<file path="config.mk">
export PLATFORM = sky130hd
export DESIGN_NAME = zkbdmus_spi_loader
export DESIGN_NICKNAME = d
export VERILOG_FILES = /design/src/rtl/zkbdmus_pkg.sv /design/src/rtl/zkbdmus_spi_loader_sync.sv /design/src/rtl/zkbdmus_spi_loader.sv
export SDC_FILE = /design/constraint.sdc
export NUM_CORES = 1
export LEC_CHECK = 0
export ABC_AREA = 1
export BUFFER_PORTS_ARGS = -buffer_cell sky130_fd_sc_hd__buf_2
export CAP_MARGIN = 10
export CORE_AREA = 2 2 141 143
export CTS_CLUSTER_DIAMETER = 80
export DETAILED_ROUTE_END_ITERATION = 7
export DIE_AREA = 0 0 143 145
export GPL_TIMING_DRIVEN = 0
export PLACE_DENSITY = 0.4
export SETUP_SLACK_MARGIN = 0.02
export SYNTH_ARGS = -nofsm -noshare
export SYNTH_HDL_FRONTEND = slang
export SYNTH_SLANG_ARGS = --single-unit
</file>
<file path="constraint.sdc">
create_clock -name fclk -period 3 [get_ports fclk]
set_clock_uncertainty 0.2 [all_clocks]
set_input_delay 0.15 -clock fclk [delete_from_list [all_inputs] [get_ports fclk]]
set_output_delay 0.15 -clock fclk [all_outputs]
set_load 0.02 [all_outputs]
</file>
<file path="src/rtl/zkbdmus_pkg.sv">
// zkbdmus_pkg: command codes, FSM states and mouse targets for the AVR keyboard/mouse SPI loader
package zkbdmus_pkg;
  localparam logic [7:0] CMD_KBD    = 8'h10;
  localparam logic [7:0] CMD_MUSX   = 8'h20;
  localparam logic [7:0] CMD_MUSY   = 8'h21;
  localparam logic [7:0] CMD_MUSBTN = 8'h22;
  localparam int KBD_BYTES_DEF = 5;
  typedef enum logic [2:0] {IDLE, CMD, KBD, MUS, IGNORE} state_e;
  typedef enum logic [1:0] {MUS_X, MUS_Y, MUS_BTN} tgt_e;
endpackage

</file>
<file path="src/rtl/zkbdmus_spi_loader_sync.sv">
// spi_sync_edge: multi-flop synchroniser with one extra flop for rise/fall detection
module spi_sync_edge #(
  parameter int   STAGES  = 2,
  parameter logic RST_VAL = 1'b0
) (
  input  logic clk,
  input  logic rst_n,
  input  logic d_i,
  output logic lvl_o,
  output logic rise_o,
  output logic fall_o
);
  logic [STAGES:0] sh_q;
  always_ff @(posedge clk or negedge rst_n)
    if (!rst_n) sh_q <= {(STAGES+1){RST_VAL}};
    else sh_q <= {sh_q[STAGES-1:0], d_i};
  assign lvl_o  = sh_q[STAGES-1];
  assign rise_o = sh_q[STAGES-1] & ~sh_q[STAGES];
  assign fall_o = ~sh_q[STAGES-1] & sh_q[STAGES];
endmodule

</file>
<file path="src/rtl/zkbdmus_spi_loader.sv">
// zkbdmus_spi_loader: SPI slave that commits complete keyboard/mouse frames from the AVR
module zkbdmus_spi_loader
  import zkbdmus_pkg::*;
#(
  parameter int SYNC_STAGES = 2,
  parameter int KBD_BYTES   = KBD_BYTES_DEF
) (
  input  logic                   fclk,
  input  logic                   rst_n,
  input  logic                   spics_n,
  input  logic                   spick,
  input  logic                   spido,
  output logic [8*KBD_BYTES-1:0] kbd_out,
  output logic                   kbd_stb,
  output logic [7:0]             mus_out,
  output logic                   mus_xstb,
  output logic                   mus_ystb,
  output logic                   mus_btnstb
);
  localparam int KW = 8 * KBD_BYTES;
  localparam int NW = $clog2(KBD_BYTES + 1);
  logic cs_lvl, cs_rise, cs_fall, sck_rise, do_lvl, samp;
  logic [2:0] cnt_q, cnt_d;
  logic [7:0] sh_q, sh_d, mus_q, mus_d;
  logic done_q, done_d, kgo_q, kgo_d, mgo_q, mgo_d;
  logic [NW-1:0] n_q, n_d;
  logic [KW-1:0] ksh_q, ksh_d, kbd_q, kbd_d;
  logic [3:0] stb_q, stb_d;
  state_e st_q, st_d;
  tgt_e tgt_q, tgt_d;
  spi_sync_edge #(.STAGES(SYNC_STAGES), .RST_VAL(1'b1)) u_cs (
    .clk(fclk), .rst_n(rst_n), .d_i(spics_n), .lvl_o(cs_lvl), .rise_o(cs_rise), .fall_o(cs_fall));
  spi_sync_edge #(.STAGES(SYNC_STAGES), .RST_VAL(1'b0)) u_sck (
    .clk(fclk), .rst_n(rst_n), .d_i(spick), .lvl_o(), .rise_o(sck_rise), .fall_o());
  spi_sync_edge #(.STAGES(SYNC_STAGES), .RST_VAL(1'b0)) u_do (
    .clk(fclk), .rst_n(rst_n), .d_i(spido), .lvl_o(do_lvl), .rise_o(), .fall_o());
  // Commits are taken from flags set one cycle earlier, so a cs_rise cannot cancel them.
  always_comb begin
    samp   = sck_rise & ~cs_lvl;
    cnt_d  = cs_fall ? 3'd0 : cnt_q;
    if (samp) cnt_d = cnt_d + 3'd1;
    sh_d   = samp ? {sh_q[6:0], do_lvl} : sh_q;
    done_d = samp & (cnt_d == 3'd0);
    st_d   = st_q;
    tgt_d  = tgt_q;
    n_d    = n_q;
    ksh_d  = ksh_q;
    kgo_d  = 1'b0;
    mgo_d  = 1'b0;
    kbd_d  = kgo_q ? ksh_q : kbd_q;
    mus_d  = mgo_q ? sh_q : mus_q;
    stb_d  = {kgo_q, mgo_q & (tgt_q == MUS_X), mgo_q & (tgt_q == MUS_Y), mgo_q & (tgt_q == MUS_BTN)};
    if (cs_rise) st_d = IDLE;
    else begin
      unique case (st_q)
        IDLE: if (cs_fall) begin
          st_d = CMD;
          n_d  = '0;
        end
        CMD: if (done_q) begin
          st_d  = (sh_q == CMD_KBD) ? KBD :
                  (sh_q inside {CMD_MUSX, CMD_MUSY, CMD_MUSBTN}) ? MUS : IGNORE;
          tgt_d = tgt_e'(sh_q[1:0]);
        end
        KBD: if (done_q) begin
          ksh_d = {ksh_q[KW-9:0], sh_q};
          n_d   = n_q + NW'(1);
          if (n_q == NW'(KBD_BYTES - 1)) begin
            kgo_d = 1'b1;
            st_d  = IGNORE;
          end
        end
        MUS: if (done_q) begin
          mgo_d = 1'b1;
          st_d  = IGNORE;
        end
        default: ;
      endcase
    end
  end
  always_ff @(posedge fclk or negedge rst_n)
    if (!rst_n) begin
      cnt_q  <= '0;
      sh_q   <= '0;
      done_q <= 1'b0;
      st_q   <= IDLE;
      tgt_q  <= MUS_X;
      n_q    <= '0;
      ksh_q  <= '0;
      kgo_q  <= 1'b0;
      mgo_q  <= 1'b0;
      kbd_q  <= '0;
      mus_q  <= '0;
      stb_q  <= '0;
    end else begin
      cnt_q  <= cnt_d;
      sh_q   <= sh_d;
      done_q <= done_d;
      st_q   <= st_d;
      tgt_q  <= tgt_d;
      n_q    <= n_d;
      ksh_q  <= ksh_d;
      kgo_q  <= kgo_d;
      mgo_q  <= mgo_d;
      kbd_q  <= kbd_d;
      mus_q  <= mus_d;
      stb_q  <= stb_d;
    end
  assign kbd_out    = kbd_q;
  assign mus_out    = mus_q;
  assign kbd_stb    = stb_q[3];
  assign mus_xstb   = stb_q[2];
  assign mus_ystb   = stb_q[1];
  assign mus_btnstb = stb_q[0];
endmodule

</file>
Word level (Yosys, flattened, before mapping)
Index checks and enable logic that the tools add are counted.
{ "op_classes": {"eq_ne": 17, "reduce_logical": 10, "mux": 21, "bitwise_logic": 12, "add_sub_neg": 2} }
{ "ops": {"columns": ["operator", "n"], "rows": [
  ["$mux 3", 12],
  ["$eq 8x6->1 const B", 3],
  ["$ne 3x3->1 const B", 5],
  ["$pmux 3 s4", 1],
  ["$and 1x1->1", 8],
  ["$eq 8x5->1 const B", 1],
  ["$mux 1", 7],
  ["$add 3x1->3 const B", 2],
  ["$eq 3x2->1 const B", 2],
  ["$logic_not 3->1", 2],
  ["$pmux 3 s2", 1],
  ["$reduce_and 3->1", 2],
  ["$reduce_and 6->1", 1],
  ["$reduce_bool 5->1", 1],
  ["$ne 2x2->1 const B", 2],
  ["$not 1->1", 4],
  ["$reduce_and 4->1", 1],
  ["$eq 3x1->1 const B", 1],
  ["$eq 3x3->1 const B", 1],
  ["$reduce_bool 3->1", 1],
  ["$eq 2x1->1 const B", 1],
  ["$eq 2x2->1 const B", 1],
  ["$logic_not 2->1", 1],
  ["$reduce_bool 2->1", 1]
]} }
{ "totals": {"inputBits": 5, "wordCells": 77, "reg_bits": 122, "out_inout_bits": 52} }

Logic depth before layout (Yosys ltp)
{ "depth": {"ltp_word": 7, "depth_mapped": 10, "mapped_depth_nobuf": 10} }

Hierarchy
From an unflattened synthesis, not the netlist that was laid out.
{ "hier_totals": {"cells_unflattened": 453, "area_unflattened_um2": 4882.2} }
{ "modules_own_cells": {"columns": ["module", "area_each_um2", "cells_each", "seq_area_each_um2", "instances"], "rows": [
  ["zkbdmus_spi_loader", 4608.2, 432, 2852.7, 1],
  ["spi_sync_edge at u_do ...", 90.1, 7, 75.1, 2],
  ["spi_sync_edge at u_cs", 93.8, 7, 78.8, 1]
]} }

Worst setup path before layout
Ideal clock, no wire load.
{ "synth_timing": {"kind": "register to register", "startpoint": "reg u_cs.sh_q[2]", "endpoint": "reg ksh_q[19]", "arrival_time_ps": 1450, "setup_ps": 125, "setup_slack_ps": 1225, "n_path_buf": 1, "required_ps": 2675, "stages_incl_launch_ff": 7, "synth_period_minus_slack_ps": 1775, "cell_sequence": "dfstp_2 -> inv_1 -> ha_1 -> nor2_2 -> nand2_4 -> buf_6 -> mux2_4"} }
{ "synth_via": {"elab_chain_cells": 4} }
{ "synth_lines": {"columns": ["element", "line", "source"], "rows": [
  ["from (decl)", "zkbdmus_spi_loader_sync.sv:13", "logic [STAGES:0] sh_q;"],
  ["from (signal assigned)", "zkbdmus_spi_loader_sync.sv:15", "if (!rst_n) sh_q <= {(STAGES+1){RST_VAL}};"],
  ["from (signal assigned)", "zkbdmus_spi_loader_sync.sv:16", "else sh_q <= {sh_q[STAGES-1:0], d_i};"],
  ["$not 1->1", "zkbdmus_spi_loader_sync.sv:18", "assign rise_o = sh_q[STAGES-1] & ~sh_q[STAGES];"],
  ["$and 1x1->1", "zkbdmus_spi_loader_sync.sv:18", null],
  ["$not 1->1 (no source line)", null, null],
  ["$reduce_and 3->1 (no source line)", null, null],
  ["to (signal assigned)", "zkbdmus_spi_loader.sv:102", "ksh_q <= ksh_d;"],
  ["to (decl)", "zkbdmus_spi_loader.sv:27", "logic [KW-1:0] ksh_q, ksh_d, kbd_q, kbd_d;"]
]} }
Every way passes these cells.
A chain may end at the register's enable or synchronous reset.

Worst setup path in the final report
{ "layout_timing": {"startpoint": "reg u_cs.sh_q[2]", "endpoint": "reg ksh_q[32]"} }
The elaborated chain is that of the path after synthesis.

==> flow_metrics.env <==
export IMPL_synth_seq_cells=122
export IMPL_drt_iter0_markers=98
export IMPL_fin_setup_tns_ns=0
export IMPL_yosysSeqAreaShare=0.642
export IMPL_grt_busiest_layer="met2"
export IMPL_diodes=0
export IMPL_track_usage=0.108
export IMPL_n_fill_cell=1974
export IMPL_cts_made_buffers=17
export IMPL_synth_adder_area_share=0.0131
export IMPL_p_leak_nw=3.14
export IMPL_drive_gt1_frac=0.306
export IMPL_yosys_warnings=0
export IMPL_antenna_found_initial=0
export IMPL_cts_tree="yes"
export IMPL_placeableCoreArea_um2=19200
export IMPL_viasPerCell=4.01
export IMPL_grt_pass1_wl_um=17200
export IMPL_maxCapViolCount=0
export IMPL_hold_class="input port to asynchronous set/reset pin"
export IMPL_cts_num_sinks=122
export IMPL_wire_per_inst_um=13.1
export IMPL_post_cts_resized=0
export IMPL_grtUsageMet1=0.142
export IMPL_worstMarginPinSlew_ns=0.478
export IMPL_cp_required_ns=3.09
export IMPL_fp_dieW_um=143
export IMPL_die_h_um=145
export IMPL_first_pass_iters=4
export IMPL_cts_buffer_depth=2
export IMPL_vias=3054
export IMPL_port_buffers=56
export IMPL_drtAntennaViolNets=0
export IMPL_synth_top_family_by_area="multiplexers"
export IMPL_end_kind="flop"
export IMPL_path_cells="inv_1 > ha_1 > nor2_2 > nand2_4 > buf_6 > mux2_4"
export IMPL_ir_worst_vdd_uv=329
export IMPL_slew_headroom=0.681
export IMPL_crit_slowest_cell="dfstp_2"
export IMPL_critPathArrivalTime_ns=2.00
export IMPL_clockRootBuffer="clkbuf_16"
export IMPL_use_met3=0.0380
export IMPL_synth_cells=403
export IMPL_gr_usage_met2=0.163
export IMPL_nets=494
export IMPL_yosys_cell_count_top_type="dfrtp_1"
export IMPL_netlist_top_cells_count="dfrtp_1, nand2_1, o21ai_0, inv_1, mux2_2"
export IMPL_finalCriticalPeriod_ns=1.90
export IMPL_synth_top_area_frac=0.626
export IMPL_drt_wl_total_um=10000
export IMPL_dpl_hpwl_um=6940
export IMPL_start_util=0.248
export IMPL_setup_violations=0
export IMPL_yosys_area_share_xor_xnor=0.00368
export IMPL_utilization=0.313
export IMPL_synth_top_area_cell="dfrtp_1"
export IMPL_cp_max_fo=10
export IMPL_clkTransAtPathRegs_ns=0.06
export IMPL_yosys_top_cells_area="dfrtp_1, mux2_2, mux2_4"
export IMPL_place_congestion=0.732
export IMPL_grt_pass1_vias=3227
export IMPL_fin_crit_sh=0.634
export IMPL_rsz0062_at_grt="no"
export IMPL_slowest_delay_ns=0.52
export IMPL_drcViolationCount=0
export IMPL_netlist_area_um2=4760
export IMPL_io_pins=57
export IMPL_ys_async_sr_fraction=1.00
export IMPL_insertion_delay_ns=0.41
export IMPL_synth_avg_cell_area_um2=11.8
export IMPL_yosys_area_share_simple=0.100
export IMPL_syn_to_final_growth_pct=26.4
export IMPL_overflow=0
export IMPL_final_max_slew_viol_count=0
export IMPL_max_freq_ghz=0.525
export IMPL_grt_max_degree=95
export IMPL_dieArea_um2=20700
export IMPL_status="finished, final reports clean"
export IMPL_power_total_w=0.00393
export IMPL_cp_start_kind="flop"
export IMPL_synthDistinctLibCells=27
export IMPL_h_tree_depth=4
export IMPL_synth_edff_count=0
export IMPL_synth_nets=413
export IMPL_final_hold_violation_count=0
export IMPL_synth_ff_type="dfrtp_1"
export IMPL_synth_mux_area_fraction=0.131
export IMPL_path_class="flop to flop"
export IMPL_synth_compound_area_frac=0.0610
export IMPL_core_rowCount=51
export IMPL_pwr_density_cell_nw_per_um2=654
## routing by layer
| layer | vias to the layer above | share of wire |
|---|---|---|
| li1 | 1480 | - |
| met1 | 1503 | 0.48 |
| met2 | 60 | 0.46 |
| met3 | 11 | 0.048 |
| met4 | 0 | 0.013 |
| met5 | - | 0 |
## critical path: cells and delay by family, from the launching register on
family / cells / cell delay, ns
fa+ha+maj: 1 / 0.21
buf+inv: 2 / 0.22
flops: 1 / 0.52
mux: 1 / 0.30
simple gates: 2 / 0.32
## final timing paths
path | to | start | slack [ns] | depth (start not counted)
max | ksh_q[32]$_DFFE_PN0P_ | u_cs.sh_q[2]$_DFF_PN1_ | 1.10 | 6
min | kbd_out[27]$_DFFE_PN0P_ | rst_n | 0.1 | 3
max reg2reg | ksh_q[32]$_DFFE_PN0P_ | u_cs.sh_q[2]$_DFF_PN1_ | 1.10 | 6
min reg2reg | u_do.sh_q[1]$_DFF_PN0_ | u_do.sh_q[0]$_DFF_PN0_ | 0.15 | 0
max in group asynchronous | ksh_q[20]$_DFFE_PN0P_ | rst_n | 2.03 | 3
min in group fclk | u_do.sh_q[1]$_DFF_PN0_ | u_do.sh_q[0]$_DFF_PN0_ | 0.15 | 0
## area by class of cell
cell class | instances | area (µm²) | area share
sequential | 122 | 3060 | 0.508
multi-input combinational | 226 | 1470 | 0.245
clock buffer | 24 | 482 | 0.0801
timing repair buffer | 62 | 374 | 0.0622
tap | 265 | 332 | 0.0551
inverter | 40 | 153 | 0.0254
buffer | 15 | 77.6 | 0.0129
clock inverter | 8 | 70.1 | 0.0116
## where the power goes
part	total, W	internal [W]	switching [W]
logic	0.000289	0.0000942	0.000195
clock network	0.00190	0.00120	0.000701
registers	0.00175	0.00170	0.0000454
total	0.00393	0.00299	0.000941
## timing repair
item	4_1_cts	5_1_grt
buffers inserted	0	0
endpoints found under the hold margin	125	0
hold buffers	5	0
## kinds of logic (layout without fill, tap and decap cells)
| group | after synthesis | in the layout |
|---|---|---|
| AND/OR/NAND/NOR | 113 | 113 |
| buffers and inverters | 55 | 149 |
| adder cells (fa/ha/maj) | 5 | 5 |
| AO/OA/AOI/OAI | 57 | 57 |
| XOR/XNOR | 2 | 2 |
| flip-flops | 122 | 122 |
| multiplexers | 49 | 49 |
## cells in the final DEF (no fill, tap or decap), drive strengths merged, types with 10 or more instances in the layout
cell type    n
inv         39
clkbuf      32
mux2        49
a21oi       12
nand2       70
dfrtp      119
o21ai       43
nor2        26
nand3       10
buf         65
## state kept, by name (all words and copies together), names as in the netlist, 4 cells and up
signal and flops:
mus_out 8, ksh_q 40, stb_q 4, sh_q 8, kbd_out 40
## metrics by stage
step	instance area (µm²)	cells	setup slack, ns	hold WS [ns]
final	6020	762	1.10	0.0953
after global routing	6020	762	0.922	0.101
after CTS	6020	762	1.07	0.0882
after detailed placement	5400	725	1.08	-0.156
after global placement	5370	724	-0.0138	0.0566
after floorplan	4760	403	1.22	-0.346
Note: power is estimated with default switching activity, not from simulation.
